<file path="src/rtl/q3_pkg.sv">
// Shared definitions for the q3 channel multiplexer: mode encoding, default
// sizing and the select-width helper used by the top and the arbiter.
package q3_pkg;

   typedef enum logic {
      MODE_FIXED = 1'b0,
      MODE_RR    = 1'b1
   } mode_e;

   localparam int DEF_DATA_W = 7;
   localparam int DEF_NUM_CH = 4;

   // A 2-channel mux still needs a 1-bit index, so never return zero.
   function automatic int selWidth(input int numCh);
      return (numCh > 2) ? $clog2(numCh) : 1;
   endfunction

endpackage

</file>
<file path="src/rtl/q3_rr_arbiter.sv">
// Rotating-priority arbiter: grants the lowest requesting index at or after
// ptr_i, wrapping modulo NUM_CH. Purely combinational.
module q3_rr_arbiter
   import q3_pkg::*;
#(
   parameter  int NUM_CH = DEF_NUM_CH,
   localparam int SEL_W  = selWidth(NUM_CH)
) (
   input  logic [NUM_CH-1:0] req_i,
   input  logic [SEL_W-1:0]  ptr_i,
   output logic [NUM_CH-1:0] grant_o,
   output logic [SEL_W-1:0]  grantIdx_o,
   output logic              any_o
);

   // ptr_i is always below NUM_CH, so one conditional subtract is enough.
   function automatic logic [SEL_W-1:0] rotIdx(input logic [SEL_W-1:0] ptr, input int offset);
      int sum;
      sum = int'(ptr) + offset;
      if (sum >= NUM_CH) begin
         sum = sum - NUM_CH;
      end
      return SEL_W'(sum);
   endfunction

   // Scan from the farthest offset back to the pointer so the nearest request wins.
   always_comb begin
      grant_o    = '0;
      grantIdx_o = '0;
      any_o      = 1'b0;
      for (int k = NUM_CH - 1; k >= 0; k--) begin
         if (req_i[rotIdx(ptr_i, k)]) begin
            grant_o                   = '0;
            grant_o[rotIdx(ptr_i, k)] = 1'b1;
            grantIdx_o                = rotIdx(ptr_i, k);
            any_o                     = 1'b1;
         end
      end
   end

endmodule

</file>
<file path="src/rtl/q3_chan_mux.sv">
// Multi-channel valid/ready mux with fixed-select or round-robin selection
// feeding a single full-throughput output register and a transfer counter.
module q3_chan_mux
   import q3_pkg::*;
#(
   parameter  int DATA_W = DEF_DATA_W,
   parameter  int NUM_CH = DEF_NUM_CH,
   localparam int SEL_W  = selWidth(NUM_CH)
) (
   input  logic                     clk_i,
   input  logic                     rst_ni,
   input  logic                     mode_i,
   input  logic [SEL_W-1:0]         sel_i,
   input  logic [NUM_CH-1:0]        in_valid_i,
   input  logic [NUM_CH*DATA_W-1:0] in_data_i,
   output logic [NUM_CH-1:0]        in_ready_o,
   output logic                     out_valid_o,
   input  logic                     out_ready_i,
   output logic [DATA_W-1:0]        out_data_o,
   output logic [SEL_W-1:0]         out_ch_o,
   output logic [7:0]               xfer_cnt_o
);

   logic              outValid_q, outValid_d;
   logic [DATA_W-1:0] outData_q, outData_d;
   logic [SEL_W-1:0]  outCh_q, outCh_d;
   logic [SEL_W-1:0]  rrPtr_q, rrPtr_d;
   logic [7:0]        xferCnt_q, xferCnt_d;

   logic              loadEn;
   logic              inXfer;
   logic              outXfer;
   logic [NUM_CH-1:0] fixedReady;
   logic [NUM_CH-1:0] rrGrant;
   logic [SEL_W-1:0]  rrIdx;
   logic              rrAny;
   logic [NUM_CH-1:0] inReady;
   logic [SEL_W-1:0]  xferIdx;
   logic [DATA_W-1:0] xferData;

   q3_rr_arbiter #(
      .NUM_CH     (NUM_CH)
   ) uArbiter (
      .req_i      (in_valid_i),
      .ptr_i      (rrPtr_q),
      .grant_o    (rrGrant),
      .grantIdx_o (rrIdx),
      .any_o      (rrAny)
   );

   assign loadEn  = !outValid_q || out_ready_i;
   assign outXfer = outValid_q && out_ready_i;

   // Fixed mode decodes sel alone, keeping in_valid out of the in_ready cone;
   // an out-of-range sel matches no channel.
   always_comb begin
      fixedReady = '0;
      for (int i = 0; i < NUM_CH; i++) begin
         fixedReady[i] = (sel_i == SEL_W'(i));
      end
   end

   always_comb begin
      inReady = '0;
      if (rst_ni && loadEn) begin
         if (mode_i == MODE_RR) begin
            inReady = rrAny ? rrGrant : '0;
         end else begin
            inReady = fixedReady;
         end
      end
   end

   assign in_ready_o = inReady;
   assign inXfer     = |(inReady & in_valid_i);
   assign xferIdx    = (mode_i == MODE_RR) ? rrIdx : sel_i;

   always_comb begin
      xferData = '0;
      for (int i = 0; i < NUM_CH; i++) begin
         if (xferIdx == SEL_W'(i)) begin
            xferData = in_data_i[i*DATA_W +: DATA_W];
         end
      end
   end

   // A new word overrides the drain, which is what gives back-to-back throughput.
   always_comb begin
      outValid_d = outValid_q;
      outData_d  = outData_q;
      outCh_d    = outCh_q;
      rrPtr_d    = rrPtr_q;
      xferCnt_d  = xferCnt_q;
      if (inXfer) begin
         outValid_d = 1'b1;
         outData_d  = xferData;
         outCh_d    = xferIdx;
         if (mode_i == MODE_RR) begin
            rrPtr_d = (rrIdx == SEL_W'(NUM_CH - 1)) ? '0 : rrIdx + SEL_W'(1);
         end
      end else if (outXfer) begin
         outValid_d = 1'b0;
      end
      if (outXfer) begin
         xferCnt_d = xferCnt_q + 8'd1;
      end
   end

   always_ff @(posedge clk_i or negedge rst_ni) begin
      if (!rst_ni) begin
         outValid_q <= 1'b0;
         outData_q  <= '0;
         outCh_q    <= '0;
         rrPtr_q    <= '0;
         xferCnt_q  <= '0;
      end else begin
         outValid_q <= outValid_d;
         outData_q  <= outData_d;
         outCh_q    <= outCh_d;
         rrPtr_q    <= rrPtr_d;
         xferCnt_q  <= xferCnt_d;
      end
   end

   assign out_valid_o = outValid_q;
   assign out_data_o  = outData_q;
   assign out_ch_o    = outCh_q;
   assign xfer_cnt_o  = xferCnt_q;

endmodule

</file>
<file path="config.mk">
export PLATFORM = sky130hd
export DESIGN_NAME = q3_chan_mux
export DESIGN_NICKNAME = d
export VERILOG_FILES = /design/src/rtl/q3_pkg.sv /design/src/rtl/q3_rr_arbiter.sv /design/src/rtl/q3_chan_mux.sv
export SDC_FILE = /design/constraint.sdc
export NUM_CORES = 1
export LEC_CHECK = 0
export CAP_MARGIN = 20
export CORE_MARGIN = 2
export CORE_UTILIZATION = 43
export DETAILED_ROUTE_END_ITERATION = 16
export HOLD_SLACK_MARGIN = 0.12
export PLACE_DENSITY = 0.77
export SLEW_MARGIN = 20
export SYNTH_ARGS = -nofsm -noshare
export SYNTH_HDL_FRONTEND = slang
export SYNTH_SLANG_ARGS = --single-unit
</file>
<file path="constraint.sdc">
create_clock -name clk_i -period 3.9 [get_ports clk_i]
set_input_delay 0.78 -clock clk_i [delete_from_list [all_inputs] [get_ports clk_i]]
set_output_delay 0.78 -clock clk_i [all_outputs]
set_load 0.02 [all_outputs]
</file>
==> results of run 1 <==
-- where the power goes --
part / switching [uW] / internal [uW] / leakage (uW) / total (uW)
Clock: 61.7 / 68.7 / 0.0000216 / 130
Combinational: 748 / 684 / 0.000989 / 1430
Sequential: 68.6 / 299 / 0.000247 / 367
-- path summary, 6_finish.rpt --
path	startpoint	to	slack (ns)	cells past startpoint
setup / recovery	rrPtr_q[0]	in_ready_o[1]	0.28	8
hold / removal	xfer_cnt_o[7]	xfer_cnt_o[7]	0.48	1
setup reg to reg	rrPtr_q[0]	rrPtr_q[1]	0.72	10
hold reg to reg	xfer_cnt_o[7]	xfer_cnt_o[7]	0.48	1
max in group asynchronous	rst_ni	out_data_o[0]	2.79	2
min in group asynchronous	rst_ni	out_data_o[3]	0.90	2
-- cells in the final DEF, fill, tap and decap left out, drive strengths merged, types with 4 or more instances in the layout --
| cell | instances |
|---|---|
| nor2b | 5 |
| mux2 | 6 |
| clkdlybuf4s50 | 51 |
| o21a | 4 |
| a211oi | 28 |
| dlygate4sd2 | 5 |
| buf | 30 |
| nand4 | 8 |
| ha | 9 |
| o21ai | 6 |
| a21o | 4 |
| nor2 | 6 |
| inv | 22 |
| mux4 | 5 |
| nand3 | 4 |
| dfrtp | 20 |
| xnor2 | 5 |
| o31ai | 7 |
| nand2 | 9 |
| mux2i | 7 |
-- per-layer routing --
metal  vias up  track usage (%)  part of all wire (%)
met2        60             36.7                    49
met1       980             30.4                    46
met3         4             3.23                   4.6
li1        976                -                     -
met4         0             4.19                  0.63
met5         -                0                     0
-- what timing repair did --
action,4_1_cts,5_1_grt
endpoints found under the setup margin,4,4
gates resized for setup,7,4
pin swaps,0,0
-- critical path, stage by stage (launching register included) --
cell           delay (ns)
dfrtp_1              0.34
inv_1                0.12
ha_1                 0.50
mux2_2               0.40
a221o_1              0.30
or3_1                0.34
o21ai_1              0.16
o21ai_0              0.10
dlygate4sd2_1        0.32
-- stage by stage --
stage,setup WS (ns),instances,power (uW),hold slack [ns],instance area [um^2]
detailed placement,-0.255,341,1790,0.472,2750
global route,0.0686,344,2070,0.489,2800
CTS,0.0178,344,1930,0.483,2800
global placement,-0.183,341,1740,0.465,2750
floorplan,0.0228,217,1270,0.484,1950
finish,0.283,344,1930,0.476,2800
-- sequential cells by signal, summed over array words and instances, names as in the netlist --
signal / count
xfer_cnt_o: 8
rrPtr_q: 2
out_ch_o: 2
out_valid_o: 1
out_data_o: 7
-- layout make-up --
| class | count | area, um^2 | area share [%] |
|---|---|---|---|
| Tap cell | 52 | 65.1 | 2.32 |
| Sequential cell | 20 | 500 | 17.9 |
| Timing Repair Buffer | 89 | 817 | 29.2 |
| Inverter | 22 | 82.6 | 2.95 |
| Multi-Input combinational cell | 158 | 1300 | 46.2 |
| Clock buffer | 3 | 41.3 | 1.47 |
-- logic make-up (layout without fill, tap and decap cells) --
family,after synthesis,after routing
adder cells (fa/ha/maj),9,9
XOR/XNOR,8,8
flip-flops,20,20
AND/OR/NAND/NOR,55,55
AO/OA/AOI/OAI,68,68
buffers and inverters,39,114
multiplexers,18,18
==> results.tsv, run 1 <==
metric	value	unit
Synth Area in Adders	5.77	%
Yosys top cell by area	dfrtp_1	
share of cells above drive strength 1	17.5	%
HPWL after DPL	4360	um
Layout area overhead	43.7	%
die height	71.4	um
Core Rows	24	
Die W	71.4	um
clock slew at reported path FFs	0.07	ns
# setup viols final	0	
Compound-Gate Fraction of Synth Area	27.3	%
Seq/Total Area, Yosys	25.7	%
mux share of post-synthesis cell area	13.0	%
Via Count	2020	
Fillers	372	
Fin Setup TNS	0	ns
GP Congestion	0.915	
Tmin final	3.62	ns
Synth cell types	50	
post-synthesis async set-or-reset flop share	100	%
CTS tree	yes	
slew margin rel.	42.0	%
Slew @ Worst Pin	0.866	ns
core area	4350	um^2
total die area	5090	um^2
Tot GR Track Use	21.9	%
clk sinks	20	
Tcrit/Tclk final	92.7	%
synth top area cells	dfrtp_1 26%, a211oi_1 11%, ha_1 5.8%	
total congestion overflow	0	
Post-CTS Setup Repair Bufs	0	
clk buf depth	2	
vias in the first global route	1913	
First-pass DRT Iterations	4	
root buf cell	clkbuf_8	
largest family of logic cells by synthesized area	compound AO/OA/AOI/OAI gates	
Initial Utilization	44.8	%
Avg Vias per Cell	5.87	
hold_buf cts	0	
Synth Register Bits	20	
Post-synth EDFFs	0	
fmax	276	MHz
Max IR drop VDD	0.289	mV
ant diodes	0	
Port Buffers	59	
most frequent cell after synthesis	a211oi_1	
Final nets	341	
Netlist Area Pre-Place	1950	um^2
Crit Path Max Fanout	8	
simple-gate share of the synthesized area	16.2	%
cts bufs inserted	3	
WP data arrival	2.84	ns
DRC	0	
Post-Synth XOR/XNOR Area	3.59	%
Worst setup SP type	flip-flop	
pwr/cell area	688	nW/um^2
crit path capture type	output pin	
drt wl/cell	15.7	um
Critical Path RT	3.12	ns
Crit Path Category	flip-flop to output pin	
Final ANT Viol Nets	0	
first-pass GRT wire length	9150	um
run status	completed	
leading cell types by count after synthesis	28 x a211oi_1, 22 x inv_1, 20 x dfrtp_1	
initial antenna violation count	0	
RSZ-0062 raised after global routing	false	
Lkg Pwr	0.00126	uW
MaxCap Viol Count	0	
Routed WL	5390	um
Fin. Hold Viols	0	
HP Class	flip-flop to flip-flop	
Top Ports	60	
H-tree depth	1	
Syn Inst Count	217	
dominant synthesized flop cell	dfrtp_1	
max-slew violation count	0	
Clock Skew	0.00214	ns
Final Util	64.4	%
initial drt markers	88	
clk_lat worst skew	0.26	ns
synth warn	0	
share of the synthesized area in the top cell type	25.7	%
syn_area_per_cell	8.99	um^2
post-synth net total	264	
pin count of the biggest net entering global routing	21	
Note: power is estimated with default switching activity, not from simulation.
==> inputs of run 2 (changes only) <==
--- a/config.mk
+++ b/config.mk
@@ -5,13 +5,15 @@
 export SDC_FILE = /design/constraint.sdc
 export NUM_CORES = 1
 export LEC_CHECK = 0
+export ABC_AREA = 1
 export CAP_MARGIN = 20
 export CORE_MARGIN = 2
-export CORE_UTILIZATION = 43
+export CORE_UTILIZATION = 42
 export DETAILED_ROUTE_END_ITERATION = 16
 export HOLD_SLACK_MARGIN = 0.12
-export PLACE_DENSITY = 0.77
+export PLACE_DENSITY = 0.78
 export SLEW_MARGIN = 20
 export SYNTH_ARGS = -nofsm -noshare
 export SYNTH_HDL_FRONTEND = slang
+export SYNTH_HIERARCHICAL = 1
 export SYNTH_SLANG_ARGS = --single-unit
==> run 2 against run 1 <==
  * Clock power increased by 58%
  * Hold slack about the same
  * Sequential share of layout area increased by 2.3 points
  * Largest power group unchanged
==> results.tsv, run 2 <==
metric	value	unit
WP data arrival	2.96	ns
syn_area_per_cell	7.29	um^2
largest family of logic cells by synthesized area	simple AND/OR/NAND/NOR gates	
Tmin final	3.74	ns
Max IR drop VDD	0.377	mV
commonest non-fill, non-tap cell in the layout	nand2_1	
HPWL after DPL	3570	um
Power Total	1870	uW
HP Class	flip-flop to flip-flop	
crit path capture type	output pin	
Hold EP	xfer_cnt_o[7]	
drt wl/cell	12.5	um
post-synth net total	293	
clock network fraction of total power	11.0	%
worst hold margin	0.476	ns
run status	completed	
Initial Utilization	44.0	%
pwr/cell area	751	nW/um^2
Met1 Wirelength	2000	um
Synth Register Bits	20	
clock slew at reported path FFs	0.07	ns
# setup viols final	0	
Routed WL	4480	um
Layout area overhead	39.5	%
hold path cells	1	
Port Buffers	59	
P_int	940	uW
RSZ-0062 raised after global routing	false	
Seq pwr share	19.9	%
share of cells above drive strength 1	14.7	%
core area	4060	um^2
most frequent cell after synthesis	nand2_1	
Worst setup SP type	primary input	
Yosys top cell by area	dfrtp_1	
FF-to-FF Start	rrPtr_q[1]	
max-slew violation count	0	
Compound-Gate Fraction of Synth Area	8.13	%
leading cell types by count after synthesis	65 x nand2_1, 45 x nand3_1, 23 x inv_1	
Die W	69.2	um
die height	69.2	um
DR WL met2	2130	um
mux share of post-synthesis cell area	0	%
total die area	4790	um^2
Syn Inst Count	245	
clk sinks	20	
Core Rows	23	
Crit Path Category	primary input to output pin	
first-pass GRT wire length	7430	um
FF-to-FF End	out_data_o[6]	
Critical Path RT	3.12	ns
MaxCap Viol Count	0	
most frequent cells in the layout	65 x nand2_1, 58 x clkdlybuf4s50_1, 45 x nand3_1, 23 x inv_1, 19 x dfrtp_1	
DRC	0	
synth warn	6	
Clock Skew	0.00354	ns
GP Congestion	0.957	
vias in the first global route	1623	
highest metal used	met4	
First-pass DRT Iterations	4	
Avg Vias per Cell	5.08	
FF-to-FF setup slack	1.26	ns
switching power	931	uW
Switching Share	49.8	%
met3 wire length	275	um
Final ANT Viol Nets	0	
share of the synthesized area in the top cell type	28.0	%
CTS tree	yes	
clk_lat worst skew	0.26	ns
Post-Synth XOR/XNOR Area	3.43	%
Lkg Pwr	0.00120	uW
root buf cell	clkbuf_8	
Fin Setup TNS	0	ns
R2R cell count	15	
Final nets	356	
dominant synthesized flop cell	dfrtp_1	
Fin. Hold Viols	0	
simple-gate share of the synthesized area	44.1	%
synth top area cells	dfrtp_1 28%, nand2_1 14%, nand3_1 13%	
slew margin rel.	69.9	%
Via Count	1815	
post-synthesis async set-or-reset flop share	100	%
H-tree depth	1	
Tot GR Track Use	18.5	%
total congestion overflow	0	
number of flip-flops in the largest register	8	
Synth Area in Adders	7.01	%
Post-synth EDFFs	0	
initial drt markers	116	
Top Ports	60	
Logic pwr share	69.1	%
hold path startpoint	xfer_cnt_o[7]	
ant diodes	0	
pin count of the biggest net entering global routing	21	
Seq/Total Area, Yosys	28.0	%
Tcrit/Tclk final	96.0	%
Slew @ Worst Pin	0.450	ns
cts bufs inserted	3	
Synth cell types	26	
Netlist Area Pre-Place	1790	um^2
Crit Path Max Fanout	7	
initial antenna violation count	0	
clk buf depth	2	
fmax	267	MHz
run 2: cell count changes after synthesis, moves of 7 or more:
cell	before	now
clkbuf_1	12	0
nand2_1	9	65
a211oi_1	28	0
nand3_1	4	45
o31ai_1	7	0
nand2_2	0	9
mux2i_1	7	0
run 2: worst max-delay path by stage:
stage	slack, ns	to	start
floorplan	1.10	in_ready_o[0]	rrPtr_q[0]
global placement	0.20	in_ready_o[0]	in_valid_i[2]
detailed placement	0.16	in_ready_o[0]	in_valid_i[2]
CTS	0.16	in_ready_o[1]	in_valid_i[2]
global route	0.0003	in_ready_o[1]	in_valid_i[2]
finish	0.16	in_ready_o[1]	in_valid_i[2]
run 2: layer usage:
metal / global-route usage, % / vias to the layer above
li1: - / 923
met1: 25.5 / 822
met2: 30.0 / 62
met3: 3.20 / 8
met4: 4.58 / 0
met5: 0 / -
run 2: power groups by stage:
stage / Sequential [uW] / Combinational [uW] / Clock [uW]
floorplan: 470 / 822 / 0
global placement: 372 / 1270 / 0
detailed placement: 375 / 1290 / 0
CTS: 371 / 1290 / 208
global route: 387 / 1410 / 219
finish: 372 / 1290 / 206
run 2: area by class of cell:
| cell class | instances | area [um^2] |
|---|---|---|
| Clock inverter | 1 | 30.0 |
| Fill cell | 351 | 1570 |
| Timing Repair Buffer | 62 | 616 |
| Clock buffer | 3 | 41.3 |
| Multi-Input combinational cell | 190 | 1120 |
| Sequential cell | 20 | 502 |
| Tap cell | 50 | 62.6 |
| Inverter | 31 | 121 |
run 2: logic make-up (layout without fill, tap and decap cells):
family	count (synthesis)	in the layout
DFF	20	20
adders and majority gates	10	10
and+or+nand+nor	155	155
xor gates and xnor gates	7	7
buffers and inverters	35	97
AOI/OAI and AO/OA	18	18
run 2: through the flow:
step	cell area (um^2)	instances	util [%]	setup slack (ns)
after floorplan	1790	245	-	1.10
after global placement	2420	353	59.5	0.199
after detailed placement	2420	353	59.5	0.161
after CTS	2490	357	61.3	0.157
after global routing	2490	357	61.4	0.000300
final	2490	357	61.4	0.157
run 2: worst max-delay path, stage by stage:
cell and delay, ns:
clkdlybuf4s50_1 0.50, inv_1 0.06, o21ai_1 0.20, nand2_1 0.14, nand2_4 0.14, nand3_1 0.09
nand3_1 0.08, nand2_1 0.05, inv_1 0.06, nand3_2 0.07, a21oi_1 0.17, clkdlybuf4s50_1 0.62
run 2: timing repair:
item                       in CTS  in global routing
hold buffers                    0                  0
setup buffers                   0                  0
setup endpoints to repair       0                  2
gates resized for setup         0                  2
==> inputs of run 3 (changes only) <==
--- a/config.mk
+++ b/config.mk
@@ -8,10 +8,10 @@
 export ABC_AREA = 1
 export CAP_MARGIN = 20
 export CORE_MARGIN = 2
-export CORE_UTILIZATION = 42
+export CORE_UTILIZATION = 47
 export DETAILED_ROUTE_END_ITERATION = 16
 export HOLD_SLACK_MARGIN = 0.12
-export PLACE_DENSITY = 0.78
+export PLACE_DENSITY = 0.82
 export SLEW_MARGIN = 20
 export SYNTH_ARGS = -nofsm -noshare
 export SYNTH_HDL_FRONTEND = slang
==> constraint.sdc (replaced) <==
create_clock -name clk_i -period 4.9 [get_ports clk_i]
set_input_delay 0.98 -clock clk_i [delete_from_list [all_inputs] [get_ports clk_i]]
set_output_delay 0.98 -clock clk_i [all_outputs]
set_load 0.02 [all_outputs]
==> run 3 against run 2 <==
  * Non-clock buffer count shrank 2
  * Design area shrank 0.85%
  * Critical path depth grew 1
  * Wire length shrank 2.4%
  * Worst setup slack gained 0.57 ns
  * Sequential share of layout area grew 0.12 points
  * Power shrank 21%
  * Register-to-register slack gained 0.64 ns
  * Sequential power shrank 16%
  * Critical path type unchanged
==> results.tsv, run 3 (synthesis results as in run 2) <==
metric	value	unit
placed inst area	2400	um^2
Multi-input gate area	1120	um^2
Crit Path Max Fanout	7	
# resized after CTS	0	
busiest grt layer	met2	
Die W	65.6	um
slew margin rel.	60.0	%
Worst setup SP type	primary input	
Tcrit/Tclk final	85.1	%
DRC	0	
Port Buffers	59	
Crit Path Category	primary input to output pin	
FF-to-FF Start	rrPtr_q[0]	
most frequent cells in the layout	65 x nand2_1, 59 x clkdlybuf4s50_1, 45 x nand3_1, 23 x inv_1, 20 x dfrtp_1	
Max IR drop VDD	0.343	mV
HPWL after DPL	3440	um
initial antenna violation count	0	
Routed WL	4370	um
hold path startpoint	out_data_o[4]	
Fin Setup TNS	0	ns
GP Congestion	0.868	
crit path from	in_valid_i[1]	
total die area	4310	um^2
HP Class	flip-flop to flip-flop	
Top Ports	60	
Tmin final	4.17	ns
Via Count	1778	
clk buf depth	2	
vias in the first global route	1707	
clk sinks	20	
Core Rows	22	
FF-to-FF End	out_data_o[6]	
crit path capture type	output pin	
Post-CTS Setup Repair Bufs	0	
ant diodes	0	
cts bufs inserted	3	
CP endpoint	in_ready_o[2]	
MaxCap Viol Count	0	
crit-path cells	clkdlybuf4s50_1 -> inv_1 -> nand2_1 -> nand3_2 -> nand2_4 -> nor2_4 -> nand2_1 -> nand3_1 -> nand2_1 -> inv_1 -> nand3_2 -> a21oi_1 -> clkdlybuf4s50_1	
GR Layer Usage met3	4.62	%
Final nets	354	
Tot GR Track Use	21.7	%
# setup viols final	0	
drt wl/cell	12.4	um
pin count of the biggest net entering global routing	21	
clock slew at reported path FFs	0.08	ns
met1 Usage GRT	26.2	%
WP data arrival	3.19	ns
number of flip-flops in the largest register	8	
root buf cell	clkbuf_8	
First-pass DRT Iterations	4	
Clock Skew	0.00507	ns
commonest non-fill, non-tap cell in the layout	nand2_1	
critical path's most frequent cell	nand2_1	
Layout area overhead	38.3	%
Register Area	500	um^2
Fin. Hold Viols	0	
Initial Utilization	48.8	%
CP max-delay cell	clkdlybuf4s50_1	
Slew @ Worst Pin	0.598	ns
FF-to-FF setup slack	1.90	ns
R2R cell count	15	
max-slew violation count	0	
pwr/cell area	601	nW/um^2
Fillers	331	
Final ANT Viol Nets	0	
H-tree depth	1	
first-pass GRT wire length	7350	um
hold_buf cts	0	
core area	3660	um^2
fmax	240	MHz
CTS tree	yes	
share of cells above drive strength 1	13.8	%
Avg Vias per Cell	5.04	
RSZ-0062 raised after global routing	false	
Critical Path RT	3.92	ns
die height	65.6	um
initial drt markers	76	
CP peak stage delay	0.63	ns
Lkg Pwr	0.00118	uW
run status	completed	
design area	2470	um^2
total congestion overflow	0	
grt met2 use	38.6	%
clk_lat worst skew	0.26	ns
-- run 3: cell count changes in the layout (fill, tap and decap cells not counted), sizes merged --
cell	delta
buf	-2
dlymetal6s2s	-1
clkdlybuf4s50	+1
-- run 3: worst max-delay path, delay by kind of cell --
family / cells / cell delay [ns]
buf+inv: 4 / 1.24
compound gates: 1 / 0.21
simple gates: 8 / 0.78
-- run 3: worst min path at each step --
stage,cells after the start,to,slack (ns)
finish,2,out_data_o[4],0.49
global route,2,out_data_o[1],0.51
CTS,2,out_data_o[4],0.49
detailed placement,2,out_data_o[4],0.47
global placement,1,xfer_cnt_o[7],0.46
floorplan,1,xfer_cnt_o[7],0.58
-- run 3: layout make-up --
class / count / share of cell area, %
multi-input cells: 190 / 45.3
clock inverters: 1 / 1.22
well taps: 48 / 2.43
clock buffers: 3 / 1.67
repair buffers: 60 / 24.2
inverters: 31 / 4.91
flip-flops and latches: 20 / 20.3
-- run 3: metrics by stage --
step,hold WS (ns),setup slack [ns],util [%],total power (uW),std cells
floorplan,0.582,1.79,-,1030,245
global placement,0.463,0.785,65.5,1310,349
detailed placement,0.474,0.764,65.5,1320,349
finish,0.488,0.728,67.5,1480,353
CTS,0.494,0.742,67.5,1490,353
global route,0.507,0.538,67.5,1610,353
-- run 3: power by group --
group          switching (uW)  leakage (uW)  internal (uW)
Sequential               78.0      0.000251            235
Combinational             611      0.000894            397
Clock                    54.9     0.0000357            109
-- run 3: layer usage --
layer  vias to the layer above  part of all wire (%)
li1                        922                     -
met1                       797                    44
met4                         0                  0.92
met2                        54                    49
met5                         -                     0
met3                         5                   6.2
